File: src/rtl/ifu_pkg.sv
// ifu_pkg: opcodes, state encoding and reset PC shared by the fetch unit and control unit
package ifu_pkg;
  localparam logic [5:0] OP_R_TYPE = 6'h00;
  localparam logic [5:0] OP_BEQ = 6'h04;
  localparam logic [5:0] OP_ORI = 6'h0d;
  localparam logic [5:0] OP_LW = 6'h23;
  localparam logic [5:0] OP_SW = 6'h2b;
  localparam logic [5:0] OP_JAL = 6'h03;
  localparam logic [5:0] OP_J = 6'h02;
  localparam logic [5:0] FUNCT_JR = 6'h08;
  localparam logic [31:0] PC_RESET_DEF = 32'h0000_3000;
  typedef enum logic [1:0] {BOOT = 2'd0, FETCH = 2'd1, EXEC = 2'd2, HALT = 2'd3} state_t;
endpackage

File: src/rtl/ifu_if.sv
// ifu_if: instruction memory req/ack fetch channel
interface ifu_if;
  logic req;
  logic [31:0] addr;
  logic ack;
  logic [31:0] rdata;
  modport master(output req, addr, input ack, rdata);
  modport slave(input req, addr, output ack, rdata);
endinterface

File: src/rtl/ifu_npc.sv
// ifu_npc: combinational next-PC selector (jr > jump > taken branch > sequential)
module ifu_npc
  import ifu_pkg::*;
(
  input  logic [31:0] i_pc_plus4,
  input  logic [25:0] i_instr_idx,
  input  logic [31:0] i_rs_data,
  input  logic        i_jr_sel,
  input  logic        i_jump,
  input  logic        i_branch,
  input  logic        i_zero,
  output logic [31:0] o_next_pc,
  output logic        o_misalign
);
  logic [31:0] w_br_tgt;
  logic [31:0] w_j_tgt;
  assign w_br_tgt = i_pc_plus4 + {{14{i_instr_idx[15]}}, i_instr_idx[15:0], 2'b00};
  assign w_j_tgt = {i_pc_plus4[31:28], i_instr_idx, 2'b00};
  assign o_next_pc = i_jr_sel ? i_rs_data : i_jump ? w_j_tgt : (i_branch & i_zero) ? w_br_tgt : i_pc_plus4;
  assign o_misalign = i_jr_sel & (|i_rs_data[1:0]);
endmodule

File: src/rtl/ifu.sv
// ifu: owns the PC, fetches over req/ack and gates control with protect outside EXEC
module ifu
  import ifu_pkg::*;
#(
  parameter logic [31:0] PC_RESET = PC_RESET_DEF
) (
  input  logic        clk,
  input  logic        reset,
  ifu_if.master       imem,
  output logic [31:0] o_instr,
  output logic [5:0]  o_opcode,
  output logic        o_protect,
  input  logic        i_branch,
  input  logic        i_jump,
  input  logic        i_zero,
  input  logic        i_jr_sel,
  input  logic [31:0] i_rs_data,
  input  logic        i_stall,
  output logic [31:0] o_pc,
  output logic [31:0] o_pc_plus4,
  output logic        o_fault
);
  state_t r_state, w_next;
  logic [31:0] r_pc, r_instr, w_next_pc;
  logic r_fault, w_misalign, w_retire;
  ifu_npc u_npc (
    .i_pc_plus4(o_pc_plus4),
    .i_instr_idx(r_instr[25:0]),
    .i_rs_data(i_rs_data),
    .i_jr_sel(i_jr_sel),
    .i_jump(i_jump),
    .i_branch(i_branch),
    .i_zero(i_zero),
    .o_next_pc(w_next_pc),
    .o_misalign(w_misalign)
  );
  assign w_retire = (r_state == EXEC) & ~i_stall;
  always_comb begin
    w_next = r_state;
    case (r_state)
      BOOT:  w_next = FETCH;
      FETCH: w_next = imem.ack ? EXEC : FETCH;
      EXEC:  w_next = i_stall ? EXEC : w_misalign ? HALT : FETCH;
      default: w_next = HALT;
    endcase
  end
  always_ff @(posedge clk or posedge reset) begin
    if (reset) begin
      r_state <= BOOT;
      r_pc <= PC_RESET;
      r_instr <= '0;
      r_fault <= 1'b0;
    end else begin
      r_state <= w_next;
      if (r_state == FETCH && imem.ack) r_instr <= imem.rdata;
      if (w_retire && w_misalign) r_fault <= 1'b1;
      if (w_retire && !w_misalign) r_pc <= w_next_pc;
    end
  end
  assign imem.req = r_state == FETCH;
  assign imem.addr = r_pc;
  assign o_protect = r_state != EXEC;
  assign o_instr = r_instr;
  assign o_opcode = r_instr[31:26];
  assign o_pc = r_pc;
  assign o_pc_plus4 = r_pc + 32'd4;
  assign o_fault = r_fault;
endmodule

File: src/flat_wrapper.sv
// flat-port wrapper written by rule: the top's interface ports become plain ports
module ifu_flat import ifu_pkg::*;
#(
  parameter logic [31:0] PC_RESET = PC_RESET_DEF
)
  (clk, reset, o_instr, o_opcode, o_protect, i_branch, i_jump, i_zero, i_jr_sel, i_rs_data, i_stall, o_pc, o_pc_plus4, o_fault, imem_req, imem_addr, imem_ack, imem_rdata);
  ifu_if imem_i ();
  input  logic clk;
  input  logic reset;
  output logic [31:0] o_instr;
  output logic [5:0] o_opcode;
  output logic o_protect;
  input  logic i_branch;
  input  logic i_jump;
  input  logic i_zero;
  input  logic i_jr_sel;
  input  logic [31:0] i_rs_data;
  input  logic i_stall;
  output logic [31:0] o_pc;
  output logic [31:0] o_pc_plus4;
  output logic o_fault;
  output wire logic [$bits(imem_i.req)-1:0] imem_req;
  output wire logic [$bits(imem_i.addr)-1:0] imem_addr;
  input wire logic [$bits(imem_i.ack)-1:0] imem_ack;
  input wire logic [$bits(imem_i.rdata)-1:0] imem_rdata;
  assign imem_req = imem_i.req;
  assign imem_addr = imem_i.addr;
  assign imem_i.ack = imem_ack;
  assign imem_i.rdata = imem_rdata;
  ifu #(.PC_RESET(PC_RESET)) u_core (.clk(clk), .reset(reset), .imem(imem_i), .o_instr(o_instr), .o_opcode(o_opcode), .o_protect(o_protect), .i_branch(i_branch), .i_jump(i_jump), .i_zero(i_zero), .i_jr_sel(i_jr_sel), .i_rs_data(i_rs_data), .i_stall(i_stall), .o_pc(o_pc), .o_pc_plus4(o_pc_plus4), .o_fault(o_fault));
endmodule
File: config.mk
export PLATFORM = sky130hd
export DESIGN_NAME = ifu_flat
export DESIGN_NICKNAME = d
export VERILOG_FILES = /design/src/rtl/ifu_pkg.sv /design/src/rtl/ifu_if.sv /design/src/rtl/ifu_npc.sv /design/src/rtl/ifu.sv /design/src/flat_wrapper.sv
export SDC_FILE = /design/constraint.sdc
export NUM_CORES = 1
export LEC_CHECK = 0
export ABC_AREA = 1
export CORE_ASPECT_RATIO = 1.4
export CORE_MARGIN = 1
export CORE_UTILIZATION = 45
export CTS_CLUSTER_DIAMETER = 50
export CTS_CLUSTER_SIZE = 16
export DETAILED_ROUTE_END_ITERATION = 8
export DONT_BUFFER_PORTS = 1
export PLACE_DENSITY_LB_ADDON = 0.1
export SLEW_MARGIN = 20
export SYNTH_ARGS = -nofsm -noshare
export SYNTH_HDL_FRONTEND = slang
export SYNTH_SLANG_ARGS = --single-unit
File: constraint.sdc
create_clock -name clk -period 3.5 [get_ports clk]
set_clock_uncertainty 0.05 [all_clocks]
set_input_delay 0.875 -clock clk [delete_from_list [all_inputs] [get_ports clk]]
set_output_delay 0.875 -clock clk [all_outputs]
set_load 0.05 [all_outputs]
==> run summary, run 1 <==
No sink is reached through more buffers than the 2 on the longest clock path. In this run the standard cell core region covers 14000 sq um. The main flop type after synthesis is sky130_fd_sc_hd__dfrtp_1.

After routing the design area is 7550 sq um. The placed instances occupy a cell area of 7130 sq um. After global routing the overflow that remains totals 0. The flow ran to the end, and the final reports show no timing, DRC or antenna violations. For this design, the CTS-stage hold fixing added 0 buffers.

The minimum clock period after layout was 3360 ps; the setup slack at placement was 98.7 ps. The type of the most critical hold path is flop to flop. After detailed routing, the average wire length per cell comes to 21.5 microns.

The number of enable flip-flop cells after synthesis came out at 0. The worst hold path terminates at u_core.imem.addr[0]$_DFFE_PP0P_. The root buffer cell chosen for the clock tree is sky130_fd_sc_hd__clkbuf_16. The tools report the launch point of the worst hold path as u_core.imem.addr[0]$_DFFE_PP0P_.

The critical path goes through nand2_1 -> nor3_4 -> nand2_2 -> nor3b_2 -> nand2_1 -> nand2_1 -> and2_1 -> ha_2 -> a21oi_1 -> nand2_1 -> o21bai_1 -> a21oi_1 -> nand2_1 -> nand2_1 -> nand3_1 -> nand2_1 -> nand2_1 -> nand2_1. For the pin with the worst max-slew slack, the measured transition is 912 ps. Headroom to the max-slew limit came out at 39.2%. The initial utilization of the core area, before any placement, comes to 46.1%. The proportion of synthesized chip area in sequential cells is 26.1%. At the worst endpoint, the required time is 3730 ps.

The run gives 0 as the initial antenna violation count. Count of maximum capacitance violations: 0. The run gives 6824 as the via count of the first global-routing pass.

Highest net fanout along the worst path: 5. Counting stages on the worst path, the most repeated cell is sky130_fd_sc_hd__nand2_1. The period utilization is 96.1%, and the area taken by flip-flops and latches is 1680 sq um.

For the cell row count, the log shows 51. The tools report the number of max-slew violations in the final report as 0. The clock tree synthesis step divided the H-tree into 3 levels. The number of hold violations in the final report is 0, and the accumulated negative setup slack is 0 ps. The share of synthesized flip-flops with an asynchronous set or reset was 100%. The final layout contains 1108 nets.

The final layout contains routed wiring with a total length of 25.6 mm. The first global-routing pass estimated 38.2 mm of wire. The floorplan step set the die width to 103 microns. The run gives 5 as the count of TritonRoute iterations in the first routing pass. For the maximum number of pins on one net before global-route repair, the log shows 68. After synthesis, the mean cell area works out to 6.73 sq um. The number of antenna diodes came out at 0. The worst stage delay on the critical path was 590 ps. The final hold slack is 434 ps. The worst setup path category was flop to flop. At the later pin of the worst-skew pair, clock insertion delay measures 340 ps. The last weighted congestion value of the routability-driven placer was 0.949. Counting cells, the worst reg-to-reg path comes to 18. Setup violations remaining at the end of the flow were counted as 0. The number of warnings printed during yosys synthesis came out at 0.

The critical path starts at u_core.imem.addr[12]$_DFFE_PP1P_. The number of buffers inserted during clock tree synthesis came out at 9. The via count normalized by instance count was 5.75; the share of cells above drive strength 1 was 20.8%.

The run gives 14800 sq um as the area enclosed by the die boundary. The logs give 1411 for the number of fill cells in the layout and 410 for the count of routing violations after the opening detailed-route iteration. The setup check on the worst reg-to-reg path leaves a slack of 140 ps. The wire-length estimate of the detail-placed layout is 20.2 mm.

After synthesis the netlist holds a flip-flop and latch count of 67. The run gives 45 as the count of cell types in the netlist. For the critical path data arrival time, the log shows 3600 ps.

In the routed design, unresolved DRC markers number 0. After clock tree synthesis, the clock-pin slew on the worst setup and hold paths is 70 ps. The worst-case setup margin in the final layout was 137 ps.

Endpoint of the worst register-to-register path: u_core.imem.addr[27]$_DFFE_PP0P_. Synthesized netlist cell count: 957. The number of instances on the worst hold path was 1. Setup repair after global routing left no endpoint under its margin.

Static timing analysis puts the maximum clock frequency at 0.297 GHz. The growth of design area from synthesis to finish came out at 17.1%. Kind of start point of the critical path: a flop. The tools report the startpoint of the most critical register-to-register path as u_core.imem.addr[12]$_DFFE_PP1P_. Critical path endpoint category: a flop. The logs give 4210 sq um for the multi-input gate area in the final layout and 35.4% for the global routing usage summed across all routing layers. In this run the vertical extent of the chip is 144 microns.

TritonCTS built the clock tree. Critical-path cell with the highest stage delay: sky130_fd_sc_hd__dfstp_2. The netlist area before placement was 6440 sq um; the port buffer count was 0. The routed layout has 6840 vias. The final antenna-violating net count is 0. The run gives 1066 as the net count of the mapped netlist. For the TritonCTS sink count, the log shows 67. During I/O placement, the number of pins put on the boundary was 209.
[worst max-delay path: cells and delay by family (launching register included)]
kind	cells	cell delay (ps)
simple gates	14	1700
compound gates	3	590
flops	1	590
fa+ha+maj	1	360
[timing repair]
item                       in CTS  in global routing
buffers inserted                0                  2
setup endpoints to repair       0                 12
resized for setup               0                 27
[cells by family after synthesis]
family,count (synthesis),share of synthesized area (%)
muxes,30,5.24
adders and majority gates,37,7.30
buffers and inverters,168,12.2
DFF,67,26.1
AOI/OAI and AO/OA,134,11.8
xor gates and xnor gates,24,3.38
and+or+nand+nor,497,34.0
[worst max path at each step]
stage	endpoint	slack, ps	depth (start not counted)
floorplan	u_core.imem.addr[30]$_DFFE_PP0P_	6	18
global placement	u_core.imem.addr[27]$_DFFE_PP0P_	110	18
detailed placement	u_core.imem.addr[31]$_DFFE_PP0P_	100	18
CTS	u_core.imem.addr[31]$_DFFE_PP0P_	80	18
global route	u_core.imem.addr[26]$_DFFE_PP0P_	6	17
finish	u_core.imem.addr[27]$_DFFE_PP0P_	140	18
[layout make-up]
cell class,count,area share [%]
clock buffers,11,3.22
inverters,108,5.37
repair buffers,91,9.55
multi-input cells,722,55.7
clock inverters,5,0.796
flip-flops and latches,67,22.3
well taps,185,3.07
[cells in the final DEF, fill, tap and decap left out, types with 3 or more instances in the layout]
cell,n
sky130_fd_sc_hd__a21oi_1,44
sky130_fd_sc_hd__o21ai_1,5
sky130_fd_sc_hd__o21bai_1,8
sky130_fd_sc_hd__o21ai_0,38
sky130_fd_sc_hd__nand2_2,13
sky130_fd_sc_hd__dfrtp_1,64
sky130_fd_sc_hd__inv_1,103
sky130_fd_sc_hd__and2_1,5
sky130_fd_sc_hd__ha_2,3
sky130_fd_sc_hd__clkbuf_16,9
sky130_fd_sc_hd__nand3_1,65
sky130_fd_sc_hd__xor2_2,13
sky130_fd_sc_hd__inv_2,3
sky130_fd_sc_hd__a21o_1,3
sky130_fd_sc_hd__nor3_2,12
sky130_fd_sc_hd__o22ai_1,21
sky130_fd_sc_hd__nand2_1,257
sky130_fd_sc_hd__buf_12,3
sky130_fd_sc_hd__nor2_4,6
sky130_fd_sc_hd__nor2_1,95
sky130_fd_sc_hd__ha_1,33
sky130_fd_sc_hd__mux2_2,30
sky130_fd_sc_hd__nor3_1,4
sky130_fd_sc_hd__nor2_2,5
sky130_fd_sc_hd__xor2_1,7
sky130_fd_sc_hd__nor3b_2,3
sky130_fd_sc_hd__nand3b_1,7
sky130_fd_sc_hd__buf_4,88
sky130_fd_sc_hd__a31oi_1,4
sky130_fd_sc_hd__nand4_1,16
sky130_fd_sc_hd__o221ai_1,4
sky130_fd_sc_hd__o21a_1,3
[synth_stat cells, types with 21 or more instances]
cell / number / area (sq um)
sky130_fd_sc_hd__xor2_1: 21 / 184
sky130_fd_sc_hd__inv_1: 104 / 390
sky130_fd_sc_hd__o22ai_1: 21 / 131
sky130_fd_sc_hd__nand2_1: 259 / 972
sky130_fd_sc_hd__nand3_1: 66 / 330
sky130_fd_sc_hd__mux2_2: 30 / 338
sky130_fd_sc_hd__dfrtp_1: 65 / 1630
sky130_fd_sc_hd__o21ai_0: 41 / 205
sky130_fd_sc_hd__buf_4: 40 / 300
sky130_fd_sc_hd__a21oi_1: 45 / 225
sky130_fd_sc_hd__ha_1: 36 / 450
sky130_fd_sc_hd__nor2_1: 98 / 368
[sequential cells by signal, indices dropped and copies added (netlist names)]
register	count
u_core.o_instr	32
u_core.o_fault	1
u_core.r_state	2
u_core.imem.addr	32
[per-layer routing]
layer,track usage [%],up-vias,share of wire [%]
met5,0,-,0
met4,20.9,0,5.9
met3,7.64,86,7.2
met2,61.0,330,50
met1,39.5,3249,36
li1,-,3175,-
[through the flow]
step	std cells	utilization (%)
after floorplan	957	-
after global placement	1171	51.0
after detailed placement	1171	51.0
after CTS	1187	53.2
after global routing	1189	54.0
final	1189	54.0
Power of run 1 is left out: the tool's default activity adds up to more than one toggle a clock period on the data nets, which glitch-free logic cannot reach.
==> inputs of run 2 (changes only) <==
Settings changed: SETUP_SLACK_MARGIN from default to 0.5.
Clock period 3.5 ns to 4 ns, I/O delays scaled along.
==> run 2 against run 1 <==
  * Cell count fell by 1.2%
  * Die area is the same
  * Sequential share of layout area grew 0.37 points
  * Non-clock buffer count fell by 14
  * First-iteration DRC count shrank 18%
  * Critical path depth down 11
  * Flip-flop and latch count did not move
  * Worst setup slack better by 430 ps
  * Global-route usage fell by 1.5 points
  * Cell area decreased by 1.6%
  * Register-to-register slack improved by 450 ps
  * Worst hold slack improved by 2.7 ps
==> run summary, run 2 (synthesis results as in run 1) <==
The flow ran to the end, and the final reports show no timing, DRC or antenna violations. For the number of buffers added to fix hold violations after cts, the log shows 0 (unchanged). The number of fill cells in the layout was 1443 (was 1411); the number of hold violations in the final report was 0 (unchanged). Leading cell types in the layout, fill and taps excluded: 257 x sky130_fd_sc_hd__nand2_1, 102 x sky130_fd_sc_hd__inv_1, 96 x sky130_fd_sc_hd__nor2_1 (was 257 x sky130_fd_sc_hd__nand2_1, 103 x sky130_fd_sc_hd__inv_1, 95 x sky130_fd_sc_hd__nor2_1).

The top cell family by delay on the critical path was simple AND/OR/NAND/NOR gates (unchanged). The worst stage delay on the critical path was 600 ps (was 590 ps); the via count of the first global-routing pass was 6506 (was 6824). The tools report the count of maximum capacitance violations as 0 (unchanged). The clock root buffer master was sky130_fd_sc_hd__clkbuf_16 (unchanged).

The die outline width came out at 103 microns (unchanged). The core outline area is 14000 sq um (unchanged), and the final wirelength is 24.9 mm (was 25.6 mm). The most repeated library cell on the critical path is sky130_fd_sc_hd__buf_4 (was sky130_fd_sc_hd__nand2_1). The worst-case setup margin in the final layout was 566 ps (was 137 ps).

The setup slack at placement came out at 356 ps (was 98.7 ps). The tools report the global-route congestion overflow total as 0 (unchanged). The most common library cell in the layout ignoring fill and taps was sky130_fd_sc_hd__nand2_1 (unchanged). The initial antenna violation count came out at 0 (unchanged).

The count of routing violations after the opening detailed-route iteration came out at 338 (was 410). Area enclosed by the die boundary: 14800 sq um (unchanged). The run gives 9 (unchanged) as the number of buffers inserted during clock tree synthesis. The final antenna-violating net count was 0 (unchanged); the minimum clock period after layout was 3430 ps. The last weighted congestion value of the routability-driven placer came out at 0.995 (was 0.949). The endpoint required time on the critical path was 2950 ps (was 3730 ps); the share of cells above drive strength 1 was 20.0% (was 20.8%). The growth of design area from synthesis to finish was 15.3% (was 17.1%); the post-route DRC violation count was 0 (unchanged). The final-report setup violation count was 0 (unchanged); the number of antenna diodes was 0 (unchanged). For the net count reported at finish, the log shows 1094 (was 1108). The maximum clock rate was 0.291 GHz; the count of TritonRoute iterations in the first routing pass was 8 (was 5).

The die outline height was 144 microns (unchanged); the post-CTS clock slew at the launch and capture registers of the worst setup and hold paths was 70 ps (about the same). The accumulated negative setup slack is 0 ps (unchanged). The via count came out at 6640 (was 6840). Cell row count: 51 (unchanged). The worst slew margin relative to its limit was 39.7% (was 39.2%). Worst setup path category: flop to output port (was flop to flop). Cells traversed along the worst timing path: nand2_1 -> nor2_1 -> nand2_2 -> nor3_4 -> buf_4 -> xor2_2 -> buf_4 (was nand2_1 -> nor3_4 -> nand2_2 -> nor3b_2 -> nand2_1 -> nand2_1 -> and2_1 -> ha_2 -> a21oi_1 -> nand2_1 -> o21bai_1 -> a21oi_1 -> nand2_1 -> nand2_1 -> nand3_1 -> nand2_1 -> nand2_1 -> nand2_1).

The tools report the kind of start point of the critical path as a flop (unchanged). For the global routing usage summed across all routing layers, the log shows 34.0% (was 35.4%). The buffer and inverter count on the worst path is 2 (was 0). The port buffer count was 0 (unchanged); the TritonCTS sink count was 67 (unchanged).

The number of max-slew violations in the final report was 0 (unchanged); the I/O pin total was 209 (unchanged). The tools report the critical path endpoint category as an output port (was a flop). The highest net fanout along the worst path was 5 (unchanged); the starting density of the core was 46.1% (unchanged). The type of the most critical hold path was flop to flop (unchanged). The maximum number of pins on one net before global-route repair is 43 (was 68).

The final critical path takes up 85.8% of the cycle. The routed length per placed instance is 21.2 microns (was 21.5 microns). For the clock latency on the worst-skew pair, the log shows 340 ps (about the same). Setup repair after global routing could not meet its margin everywhere. The half-perimeter wire length after placement was 20.0 mm (was 20.2 mm). The critical-path cell with the highest stage delay was sky130_fd_sc_hd__dfstp_2 (unchanged). The run gives 3 (unchanged) as the depth of the CTS H-tree. The critical path data arrival time is 2380 ps (was 3600 ps), and the actual transition at the worst max-transition pin is 905 ps (was 912 ps).

TritonCTS built the clock tree. The maximum count of clock buffers along a single path was 2 (unchanged); the via count normalized by instance count was 5.65 (was 5.75). The first-pass GRT wire length is 36.4 mm (was 38.2 mm).
==> run 2: cell types whose count changed in the layout (fill, tap and decap cells not counted), sizes merged <==
cell | previous run | this run
clkinv | 4 | 5
buf | 91 | 77
clkbuf | 11 | 10
==> run 2: final timing paths <==
kind	start	end	slack, ps	cells after the start
max	u_core.imem.addr[12]$_DFFE_PP1P_	o_pc_plus4[23]	570	7
min	u_core.imem.addr[0]$_DFFE_PP0P_	u_core.imem.addr[0]$_DFFE_PP0P_	440	1
max reg2reg	u_core.imem.addr[12]$_DFFE_PP1P_	u_core.imem.addr[25]$_DFFE_PP0P_	590	17
min reg2reg	u_core.imem.addr[0]$_DFFE_PP0P_	u_core.imem.addr[0]$_DFFE_PP0P_	440	1
max in group asynchronous	reset	u_core.imem.addr[24]$_DFFE_PP0P_	2450	2
min in group asynchronous	reset	u_core.o_fault$_DFFE_PP0P_	680	1
==> run 2: final cells by class <==
class / instances / area, sq um / area share, %
sequential: 67 / 1680 / 22.6
inverter: 108 / 405 / 5.46
clock buffer: 10 / 229 / 3.08
timing repair buffer: 77 / 586 / 7.88
multi-input combinational: 722 / 4230 / 57.0
tap: 185 / 231 / 3.12
clock inverter: 6 / 65.1 / 0.876
==> run 2: what timing repair did <==
| action | CTS | global route |
|---|---|---|
| gates resized for setup | 4 | 31 |
| cloned | 0 | 0 |
| setup buffers | 0 | 2 |
| setup endpoints to repair | 4 | 23 |
| pin swaps | 0 | 7 |
==> run 2: metal layers <==
metal  vias up  track usage (%)  part of all wire [%]
met1      3124             37.8                    37
met4         0             18.8                   5.2
met3        67             7.25                   6.7
met5         -                0                     0
li1       3147                -                     -
met2       302             59.3                    51
==> run 2: through the flow <==
stage | hold WS [ps] | util, % | instance area (sq um) | std cells
2_1_floorplan | 481 | - | 6570 | 957
3_3_place_gp | 424 | 50.0 | 6990 | 1157
3_5_place_dp | 428 | 50.0 | 6990 | 1157
4_1_cts | 442 | 52.3 | 7300 | 1173
5_1_grt | 453 | 53.2 | 7430 | 1175
6_report | 437 | 53.2 | 7430 | 1175
Power of run 2 is left out for the same reason.
==> inputs of run 3 (changes only) <==
Settings changed: SKIP_LAST_GASP from default to 1.
==> results of run 3 <==
Same layout as run 2: the final DEF is identical, and so are final timing and power.
Power of run 3 is left out for the same reason.
